File: src/rtl/cpu_mem_arbiter.sv
// cpu_mem_arbiter: arbitrates one shared memory bus between an instruction
// fetch port and a load/store port. A single transaction runs at a time;
// ties alternate between the two requesters, and an access that never sees
// bus_ack is aborted after TIMEOUT_CYCLES bus cycles with a bus_err pulse.
// All outputs except stall come straight from flops.

module cpu_mem_arbiter #(
  parameter int unsigned TIMEOUT_CYCLES = 255
) (
  input  logic        clk,
  input  logic        rst,
  // instruction fetch port
  input  logic        inst_req,
  input  logic [31:0] inst_addr,
  output logic [31:0] inst_rdata,
  output logic        inst_ready,
  // load/store port
  input  logic        data_req,
  input  logic        data_we,
  input  logic [31:0] data_addr,
  input  logic [31:0] data_wdata,
  input  logic [3:0]  data_byteenable,
  output logic [31:0] data_rdata,
  output logic        data_ready,
  // shared memory bus
  output logic        bus_req,
  output logic        bus_we,
  output logic [31:0] bus_addr,
  output logic [31:0] bus_wdata,
  output logic [3:0]  bus_byteenable,
  input  logic [31:0] bus_rdata,
  input  logic        bus_ack,
  output logic        bus_err,
  // pipeline freeze
  output logic        stall
);

  typedef enum logic [1:0] {
    ST_IDLE = 2'd0,
    ST_DATA = 2'd1,
    ST_INST = 2'd2,
    ST_DONE = 2'd3
  } state_t;

  // Counter value seen in the last bus cycle before the access is abandoned.
  localparam logic [7:0] TIMEOUT_LAST = 8'(TIMEOUT_CYCLES - 1);

  state_t      state_r;
  state_t      next_state_s;

  logic        last_grant_data_r;
  logic        last_grant_data_nxt_s;
  logic [7:0]  cnt_r;
  logic [7:0]  cnt_nxt_s;

  logic        grant_data_s;
  logic        grant_inst_s;
  logic        busy_s;
  logic        timeout_s;

  logic        bus_req_r,        bus_req_nxt_s;
  logic        bus_we_r,         bus_we_nxt_s;
  logic [31:0] bus_addr_r,       bus_addr_nxt_s;
  logic [31:0] bus_wdata_r,      bus_wdata_nxt_s;
  logic [3:0]  bus_be_r,         bus_be_nxt_s;
  logic        bus_err_r,        bus_err_nxt_s;
  logic        inst_ready_r,     inst_ready_nxt_s;
  logic        data_ready_r,     data_ready_nxt_s;
  logic [31:0] inst_rdata_r,     inst_rdata_nxt_s;
  logic [31:0] data_rdata_r,     data_rdata_nxt_s;

  // Grant decision in IDLE plus busy/timeout qualifiers for the bus phase.
  always_comb begin
    grant_data_s = 1'b0;
    grant_inst_s = 1'b0;
    if (state_r == ST_IDLE) begin
      // data wins a tie unless it was the previous winner
      if (data_req && (!inst_req || !last_grant_data_r)) begin
        grant_data_s = 1'b1;
      end else if (inst_req) begin
        grant_inst_s = 1'b1;
      end else begin
        grant_data_s = 1'b0;
        grant_inst_s = 1'b0;
      end
    end else begin
      grant_data_s = 1'b0;
      grant_inst_s = 1'b0;
    end
    busy_s    = (state_r == ST_DATA) || (state_r == ST_INST);
    timeout_s = busy_s && !bus_ack && (cnt_r == TIMEOUT_LAST);
  end

  // State register; reset drops any transaction in flight.
  always_ff @(posedge clk) begin
    if (rst) begin
      state_r <= ST_IDLE;
    end else begin
      state_r <= next_state_s;
    end
  end

  // Next-state logic; DONE always returns to IDLE so every access costs at least 3 cycles.
  always_comb begin
    next_state_s = state_r;
    case (state_r)
      ST_IDLE: begin
        if (grant_data_s) begin
          next_state_s = ST_DATA;
        end else if (grant_inst_s) begin
          next_state_s = ST_INST;
        end else begin
          next_state_s = ST_IDLE;
        end
      end
      ST_DATA, ST_INST: begin
        if (bus_ack || timeout_s) begin
          next_state_s = ST_DONE;
        end else begin
          next_state_s = state_r;
        end
      end
      ST_DONE: next_state_s = ST_IDLE;
      default: next_state_s = ST_IDLE;
    endcase
  end

  // Output logic: next values for the registered bus command, ready pulses, rdata and counter.
  always_comb begin
    bus_req_nxt_s         = 1'b0;
    bus_we_nxt_s          = bus_we_r;
    bus_addr_nxt_s        = bus_addr_r;
    bus_wdata_nxt_s       = bus_wdata_r;
    bus_be_nxt_s          = bus_be_r;
    bus_err_nxt_s         = 1'b0;
    inst_ready_nxt_s      = 1'b0;
    data_ready_nxt_s      = 1'b0;
    inst_rdata_nxt_s      = inst_rdata_r;
    data_rdata_nxt_s      = data_rdata_r;
    last_grant_data_nxt_s = last_grant_data_r;
    cnt_nxt_s             = cnt_r;
    case (state_r)
      ST_IDLE: begin
        if (grant_data_s) begin
          bus_req_nxt_s         = 1'b1;
          bus_we_nxt_s          = data_we;
          bus_addr_nxt_s        = data_addr;
          bus_wdata_nxt_s       = data_wdata;
          bus_be_nxt_s          = data_byteenable;
          last_grant_data_nxt_s = 1'b1;
          cnt_nxt_s             = 8'd0;
        end else if (grant_inst_s) begin
          bus_req_nxt_s         = 1'b1;
          bus_we_nxt_s          = 1'b0;
          bus_addr_nxt_s        = inst_addr;
          bus_wdata_nxt_s       = 32'd0;
          bus_be_nxt_s          = 4'b1111;
          last_grant_data_nxt_s = 1'b0;
          cnt_nxt_s             = 8'd0;
        end else begin
          bus_req_nxt_s = 1'b0;
        end
      end
      ST_DATA, ST_INST: begin
        if (bus_ack) begin
          // stores capture too; the requester simply ignores the word
          if (state_r == ST_DATA) begin
            data_rdata_nxt_s = bus_rdata;
            data_ready_nxt_s = 1'b1;
          end else begin
            inst_rdata_nxt_s = bus_rdata;
            inst_ready_nxt_s = 1'b1;
          end
        end else if (timeout_s) begin
          bus_err_nxt_s = 1'b1;
          if (state_r == ST_DATA) begin
            data_rdata_nxt_s = 32'd0;
            data_ready_nxt_s = 1'b1;
          end else begin
            inst_rdata_nxt_s = 32'd0;
            inst_ready_nxt_s = 1'b1;
          end
        end else begin
          bus_req_nxt_s = 1'b1;
          cnt_nxt_s     = cnt_r + 8'd1;
        end
      end
      ST_DONE: begin
        bus_req_nxt_s = 1'b0;
      end
      default: begin
        bus_req_nxt_s = 1'b0;
      end
    endcase
  end

  // Output and datapath registers.
  always_ff @(posedge clk) begin
    if (rst) begin
      bus_req_r         <= 1'b0;
      bus_we_r          <= 1'b0;
      bus_addr_r        <= 32'd0;
      bus_wdata_r       <= 32'd0;
      bus_be_r          <= 4'b0000;
      bus_err_r         <= 1'b0;
      inst_ready_r      <= 1'b0;
      data_ready_r      <= 1'b0;
      inst_rdata_r      <= 32'd0;
      data_rdata_r      <= 32'd0;
      last_grant_data_r <= 1'b0;
      cnt_r             <= 8'd0;
    end else begin
      bus_req_r         <= bus_req_nxt_s;
      bus_we_r          <= bus_we_nxt_s;
      bus_addr_r        <= bus_addr_nxt_s;
      bus_wdata_r       <= bus_wdata_nxt_s;
      bus_be_r          <= bus_be_nxt_s;
      bus_err_r         <= bus_err_nxt_s;
      inst_ready_r      <= inst_ready_nxt_s;
      data_ready_r      <= data_ready_nxt_s;
      inst_rdata_r      <= inst_rdata_nxt_s;
      data_rdata_r      <= data_rdata_nxt_s;
      last_grant_data_r <= last_grant_data_nxt_s;
      cnt_r             <= cnt_nxt_s;
    end
  end

  assign bus_req        = bus_req_r;
  assign bus_we         = bus_we_r;
  assign bus_addr       = bus_addr_r;
  assign bus_wdata      = bus_wdata_r;
  assign bus_byteenable = bus_be_r;
  assign bus_err        = bus_err_r;
  assign inst_ready     = inst_ready_r;
  assign data_ready     = data_ready_r;
  assign inst_rdata     = inst_rdata_r;
  assign data_rdata     = data_rdata_r;

  // stall is the only combinational output: it must drop in the ready cycle itself
  assign stall = (inst_req & ~inst_ready_r) | (data_req & ~data_ready_r);

  cpu_mem_arbiter_checker u_checker (
    .clk        (clk),
    .rst        (rst),
    .inst_ready (inst_ready_r),
    .data_ready (data_ready_r),
    .bus_req    (bus_req_r),
    .bus_err    (bus_err_r)
  );

endmodule

// cpu_mem_arbiter_checker: protocol properties of the arbiter outputs.
module cpu_mem_arbiter_checker (
  input logic clk,
  input logic rst,
  input logic inst_ready,
  input logic data_ready,
  input logic bus_req,
  input logic bus_err
);

  // only one requester completes per cycle
  a_ready_onehot: assert property (@(posedge clk) disable iff (rst)
    !(inst_ready && data_ready));

  // ready is a single-cycle pulse
  a_inst_pulse: assert property (@(posedge clk) inst_ready |=> !inst_ready);
  a_data_pulse: assert property (@(posedge clk) data_ready |=> !data_ready);

  // an abort still completes the access towards the requester
  a_err_ready: assert property (@(posedge clk) disable iff (rst)
    bus_err |-> (inst_ready || data_ready));

  // reset clears the bus and suppresses completion
  a_rst_quiet: assert property (@(posedge clk)
    rst |=> (!bus_req && !bus_err && !inst_ready && !data_ready));

endmodule

File: config.mk
export PLATFORM = sky130hd
export DESIGN_NAME = cpu_mem_arbiter
export DESIGN_NICKNAME = d
export VERILOG_FILES = /design/src/rtl/cpu_mem_arbiter.sv
export SDC_FILE = /design/constraint.sdc
export NUM_CORES = 1
export LEC_CHECK = 0
export BUFFER_PORTS_ARGS = -buffer_cell sky130_fd_sc_hd__buf_2
export CORE_ASPECT_RATIO = 0.5
export CORE_MARGIN = 2
export CORE_UTILIZATION = 38
export CTS_CLUSTER_DIAMETER = 30
export DETAILED_ROUTE_END_ITERATION = 8
export PLACE_DENSITY = 0.69
export SLEW_MARGIN = 20
export SYNTH_ARGS = -nofsm -noshare
export SYNTH_HDL_FRONTEND = slang
export SYNTH_SLANG_ARGS = --single-unit
File: constraint.sdc
create_clock -name clk -period 2.9 [get_ports clk]
set_input_delay 0.435 -clock clk [delete_from_list [all_inputs] [get_ports clk]]
set_output_delay 0.435 -clock clk [all_outputs]
set_load 0.005 [all_outputs]
==> impl_results.md, run 1 <==
- Result of the run: finished, final reports clean
- Post-CTS setup buffers: 0
- Post-synth ARST share: 0%
- Total gr overflow: 0
- Share of post-route cells with drive strength above 1: 40.05%
- TritonCTS Buffers: 17
- Max-cap viol count: 0
- Post-synthesis register bit count: 148
- Synth top area cells: dfxtp_1 (55%), a32o_1 (12%), a311oi_1 (5.2%)
- Number of diodes: 0
- Post-DP Area: 6920 sq um
- Via count: 5419
- Die width: 172.8 microns
- Worst Path Max Fanout: 24
- Post-synth top area share: 54.73%
- I/O pin cnt: 276
- Main synth FF type: dfxtp_1
- Synth unique cells: 36
- Syn_area_per_cell: 9.861 sq um
- Skew final: 0.01097 ns
- TNS Setup: 0 ns
- CP endpoint kind: flip-flop
- Clk pin slew, worst setup/hold paths: 0.06 ns
- Fill cell count: 1283
- Number of synthesized flops with an enable pin: 0
- Hold Fails Final Rpt: 0
- Global-route total usage across every layer: 20.16%
- P_leak: 0.003452 uW
- Final Cell Area: 7508 sq um
- Synth warn: 0
- CTS Root Cell: clkbuf_16
- Seq/Total Area, Yosys: 54.73%
- Post-Syn Instances: 549
- Post-cts sizing count: 0
- Most frequent cells in the layout: buf_2 (275), dfxtp_1 (148), nor2_1 (72), a32o_1 (64), nand2_1 (39)
- Critical Path AT: 2.63 ns
- Reg area: 2963 sq um
- Routability cong.: 0.8417
- CTS tree: yes
- Longest Clk Path Bufs: 2
- Pin count of the biggest net entering global routing: 70
- RSZ-0062 raised after global routing: false
- IO Port Bufs: 275
- Vias per cell: 5.387
- Die Ht: 88.40 microns
- # setup viols final: 0
- Crit start category: flip-flop
- Synthesized cell area: 5414 sq um
- VDD IR-drop max: 0.0004571 V
- Final min period: 2.308 ns
- H-tree Lvls: 4
- Core area: 13740 sq um
- Slew at the pin with the worst max-slew slack: 0.8729 ns
- Starting Density: 39.41%
- Max Slew Vio Count: 0
- Multi-input gate area: 2228 sq um
- Clock Latency Late Sink: 0.41 ns
- F_max: 433.3 MHz
- Die area: 15280 sq um
- # DRC: 0
- Synth area leader: dfxtp_1
- HP Class: primary input to flip-flop
- Hold-fix buffers, CTS: 0
- Vias in the first global route: 5126
- WL/cell: 15.85 microns
- Most common cell after layout, fill and taps aside: buf_2
- First-pass GRT wire length: 25190 microns
- Area grow syn2layout: 38.69%
- Syn Nets: 691
- CTS Sinks: 148
- Antenna violations before repair: 0
- Setup Crit Path Kind: flip-flop to flip-flop
- Rows: 30
- Final period utilization: 79.58%
- Required time worst endpoint: 3.23 ns
- Final HPWL DP: 10880 microns
- ANT nets after route: 0
- Final wirelength: 15950 microns
- Nets: 943
- Slew headroom: 41.81%
- 1st-pass router iterations: 7
- Drt initial violations: 295
- Total power density per cell area: 938.1 nW/um^2
==> synthesized netlist by cell type, types with 4 or more instances <==
cell type / n
o22ai_1: 6
nand3_1: 37
o21ai_0: 4
a311oi_1: 32
ha_1: 4
a31oi_1: 7
dfxtp_1: 148
a32o_1: 64
buf_2: 9
a21oi_1: 9
a22oi_1: 33
clkbuf_1: 44
nor2_1: 74
nand2_1: 39
and3_1: 4
inv_1: 6
==> critical path, cell delays in order (launching register included) <==
cell     delay (ns)
dfxtp_1        0.36
inv_1          0.07
ha_1           0.50
nor3b_1        0.31
a211o_1        0.33
or4_1          0.51
o22ai_1        0.16
==> sequential cells by signal, summed over array words and instances, names as in the netlist <==
register / count
bus_we: 1
data_rdata: 32
inst_rdata: 32
bus_req: 1
bus_err: 1
data_ready: 1
cnt_r: 8
bus_wdata: 32
bus_addr: 32
last_grant_data_r: 1
state_r: 2
bus_byteenable: 4
inst_ready: 1
==> routing by layer <==
metal	track usage, %	up-vias	part of all wire, %	wire length (microns)
li1	-	2585	-	-
met1	23.76	2631	42	6702
met2	36.76	178	50	8039
met3	4.725	25	5.7	913
met4	7.396	0	1.8	293
met5	0	-	0	0
==> where the power goes <==
part	internal [uW]	leakage (uW)	switching, uW
Clock	1270	0.000282	890
Combinational	881	0.00196	1340
Sequential	2460	0.00121	210
==> final cells by class <==
cell class	instances	area share (%)
clock buffers	20	6.216
clock inverters	12	1.616
inverters	6	0.3000
multi-input cells	341	29.68
flip-flops and latches	148	39.46
well taps	192	3.199
repair buffers	287	19.53
==> per-stage QoR <==
step / setup WS (ns) / cells / util [%] / hold slack (ns) / power, uW
4_1_cts: 0.6057 / 1006 / 54.65 / 0.2454 / 7104
3_5_place_dp: 0.6457 / 974 / 50.37 / 0.4493 / 4927
5_1_grt: 0.4371 / 1006 / 54.65 / 0.2561 / 7478
6_report: 0.5921 / 1006 / 54.65 / 0.2614 / 7044
2_1_floorplan: 1.165 / 549 / - / 0.4472 / 4060
3_3_place_gp: 0.7158 / 974 / 50.37 / 0.4428 / 4878
==> path summary, 6_finish.rpt <==
check	start	end	slack (ns)	cells past startpoint
min reg2reg	inst_rdata[17]	inst_rdata[17]	0.46	1
max	state_r[0]	cnt_r[5]	0.59	6
max reg2reg	state_r[0]	cnt_r[5]	0.59	6
min	data_byteenable[3]	bus_byteenable[3]	0.26	3
==> cells by family after synthesis <==
family                   Yosys count  synth area share, %
flip-flops                       148                54.73
AND/OR/NAND/NOR                  168                13.47
AO/OA/AOI/OAI                    169                26.51
adder cells (fa/ha/maj)            4               0.9245
buffers and inverters             60                4.368
Power figures use the tool's default switching activity.
==> run 2: changes to the inputs <==
--- a/config.mk
+++ b/config.mk
@@ -11,7 +11,7 @@
 export CORE_UTILIZATION = 38
 export CTS_CLUSTER_DIAMETER = 30
 export DETAILED_ROUTE_END_ITERATION = 8
-export PLACE_DENSITY = 0.69
+export PLACE_DENSITY = 0.71
 export SLEW_MARGIN = 20
 export SYNTH_ARGS = -nofsm -noshare
 export SYNTH_HDL_FRONTEND = slang
==> constraint.sdc (replaced) <==
create_clock -name clk -period 1.98 [get_ports clk]
set_input_delay 0.297 -clock clk [delete_from_list [all_inputs] [get_ports clk]]
set_output_delay 0.297 -clock clk [all_outputs]
set_load 0.005 [all_outputs]
==> impl_results.md, run 2 (synthesized netlist as in run 1, its figures left out) <==
- Result of the run: finished, final reports clean (unchanged)
- Setup Crit Path Kind: flip-flop to flip-flop (unchanged)
- Slew headroom: 55.66% (was 41.81%)
- Slowest CP cell: or4_1 (unchanged)
- Max-cap viol count: 0 (unchanged)
- Post-CTS setup buffers: 0 (unchanged)
- Final min period: 1.926 ns (was 2.308 ns)
- Worst Reg-to-Reg Cells: 6 (unchanged)
- # setup viols final: 0 (unchanged)
- Hold Fails Final Rpt: 0 (unchanged)
- CTS Root Cell: clkbuf_16 (unchanged)
- Most frequent cells in the layout: buf_2 (275), dfxtp_1 (148), nor2_1 (72), a32o_1 (64), nand2_1 (39) (unchanged)
- Most common cell after layout, fill and taps aside: buf_2 (unchanged)
- F_max: 519.1 MHz (was 433.3 MHz)
- Core area: 13740 sq um (unchanged)
- R2r setup slk: 0.05 ns (was 0.59 ns)
- Die width: 172.8 microns (unchanged)
- Total power density per cell area: 1367 nW/um^2 (was 938.1 nW/um^2)
- Final wirelength: 15900 microns (was 15950 microns)
- Area grow syn2layout: 40.28% (was 38.69%)
- Required time worst endpoint: 2.31 ns (was 3.23 ns)
- CP endpoint kind: flip-flop (unchanged)
- Critical Path AT: 2.26 ns (was 2.63 ns)
- Die area: 15280 sq um (unchanged)
- IO Port Bufs: 275 (unchanged)
- Longest Clk Path Bufs: 2 (unchanged)
- Slew at the pin with the worst max-slew slack: 0.6651 ns (was 0.8729 ns)
- WL/cell: 15.72 microns (was 15.85 microns)
- Vias per cell: 5.358 (was 5.387)
- 1st-pass router iterations: 5 (was 7)
- Max stage delay on crit path: 0.54 ns (was 0.51 ns)
- Crit path cell chain: inv_1, ha_2, nor2_1, a211o_1, or4_1, o22ai_1 (was inv_1, ha_1, nor3b_1, a211o_1, or4_1, o22ai_1)
- Pin count of the biggest net entering global routing: 65 (was 70)
- Final core utilization: 55.28% (was 54.65%)
- Clock Latency Late Sink: 0.41 ns (about the same)
- Via count: 5417 (was 5419)
- Critical path origin: state_r[0] (unchanged)
- ANT nets after route: 0 (unchanged)
- CTS Sinks: 148 (unchanged)
- Routability cong.: 0.8304 (was 0.8417)
- Drt initial violations: 302 (was 295)
- H-tree Lvls: 4 (unchanged)
- Total gr overflow: 0 (unchanged)
- CTS tree: yes (unchanged)
- Global-route total usage across every layer: 19.89% (was 20.16%)
- CP Depth: 6 (unchanged)
- Reg-to-Reg End: cnt_r[5] (unchanged)
- Power Total: 10380 uW (was 7044 uW)
- Starting Density: 39.41% (unchanged)
- Nets: 949 (was 943)
- VDD IR-drop max: 0.0005715 V (was 0.0004571 V)
- Final period utilization: 97.30% (was 79.58%)
- I/O pin cnt: 276 (unchanged)
- Reg2Reg Launch Point: state_r[0] (unchanged)
- Skew final: 0.01175 ns (was 0.01097 ns)
- Post-cts sizing count: 0 (unchanged)
- Worst Path Max Fanout: 8 (was 24)
- P_leak: 0.003492 uW (was 0.003452 uW)
- Max Slew Vio Count: 0 (unchanged)
- Hold-fix buffers, CTS: 0 (unchanged)
- CP top delay family: simple AND/OR/NAND/NOR gates (unchanged)
- # DRC: 0 (unchanged)
- TNS Setup: 0 ns (unchanged)
- First-pass GRT wire length: 24700 microns (was 25190 microns)
- RSZ-0062 raised after global routing: false (unchanged)
- Number of diodes: 0 (unchanged)
- Vias in the first global route: 5002 (was 5126)
- Rows: 30 (unchanged)
- Share of post-route cells with drive strength above 1: 40.42% (was 40.05%)
- CP Capture Point: cnt_r[5] (unchanged)
- Antenna violations before repair: 0 (unchanged)
- HP Class: primary input to flip-flop (unchanged)
- CP Buf/Inv Count: 1 (unchanged)
- Clk pin slew, worst setup/hold paths: 0.06 ns (about the same)
- Die Ht: 88.40 microns (unchanged)
- TritonCTS Buffers: 17 (unchanged)
- Crit start category: flip-flop (unchanged)
- Final HPWL DP: 10770 microns (was 10880 microns)
-- run 2: cell count changes in the layout (fill, tap and decap cells not counted) --
cell | before | now
buf_12 | 0 | 6
inv_6 | 3 | 1
clkinvlp_4 | 3 | 2
clkbuf_8 | 3 | 1
ha_1 | 4 | 3
ha_2 | 0 | 1
clkinv_4 | 3 | 4
inv_8 | 1 | 0
clkinv_2 | 1 | 4
clkbuf_1 | 0 | 1
-- run 2: where the power goes --
part / leakage (uW) / total, uW / switching, uW / internal (uW)
combinational: 0.00201 / 3510 / 2040 / 1470
sequential: 0.00121 / 3880 / 284 / 3600
clock: 0.000269 / 2990 / 1240 / 1760
-- run 2: worst min-delay path: cells and delay by family --
family                 cells  cell delay (ns)
and+or+nand+nor            1             0.07
buffers and inverters      1             0.08
AOI/OAI and AO/OA          1             0.05
-- run 2: worst min-delay path by stage --
stage                       startpoint           endpoint  slack, ns  cells after the start
CTS                 data_byteenable[1]  bus_byteenable[1]       0.11                      3
global placement         inst_rdata[2]      inst_rdata[2]       0.44                      1
detailed placement      data_rdata[18]     data_rdata[18]       0.45                      1
finish              data_byteenable[1]  bus_byteenable[1]       0.12                      3
global route             data_wdata[4]       bus_wdata[4]       0.11                      3
floorplan           data_byteenable[0]  bus_byteenable[0]       0.44                      2
-- run 2: area by class of cell --
| cell class | count | area (sq um) |
|---|---|---|
| Sequential cell | 148 | 2963 |
| Multi-Input combinational cell | 341 | 2231 |
| Inverter | 6 | 22.52 |
| Fill cell | 1282 | 6143 |
| Tap cell | 192 | 240.2 |
| Clock buffer | 19 | 442.9 |
| Clock inverter | 12 | 108.9 |
| Timing Repair Buffer | 293 | 1587 |
-- run 2: per-stage QoR --
stage / hold slack, ns / setup slack, ns / area (sq um) / instances
finish: 0.1178 / 0.05351 / 7595 / 1011
global route: 0.1148 / 0.002253 / 7595 / 1011
CTS: 0.1091 / 0.003696 / 7592 / 1011
detailed placement: 0.4501 / 0.05916 / 7041 / 980
global placement: 0.4403 / 0.1371 / 7041 / 980
floorplan: 0.4400 / 0.2445 / 5414 / 549
-- run 2: metal layers --
metal	vias up	global-route usage, %	wire length [microns]
li1	2606	-	-
met1	2597	24.41	6788
met2	187	34.33	7880
met3	27	5.241	957
met4	0	7.550	272
met5	-	0	0
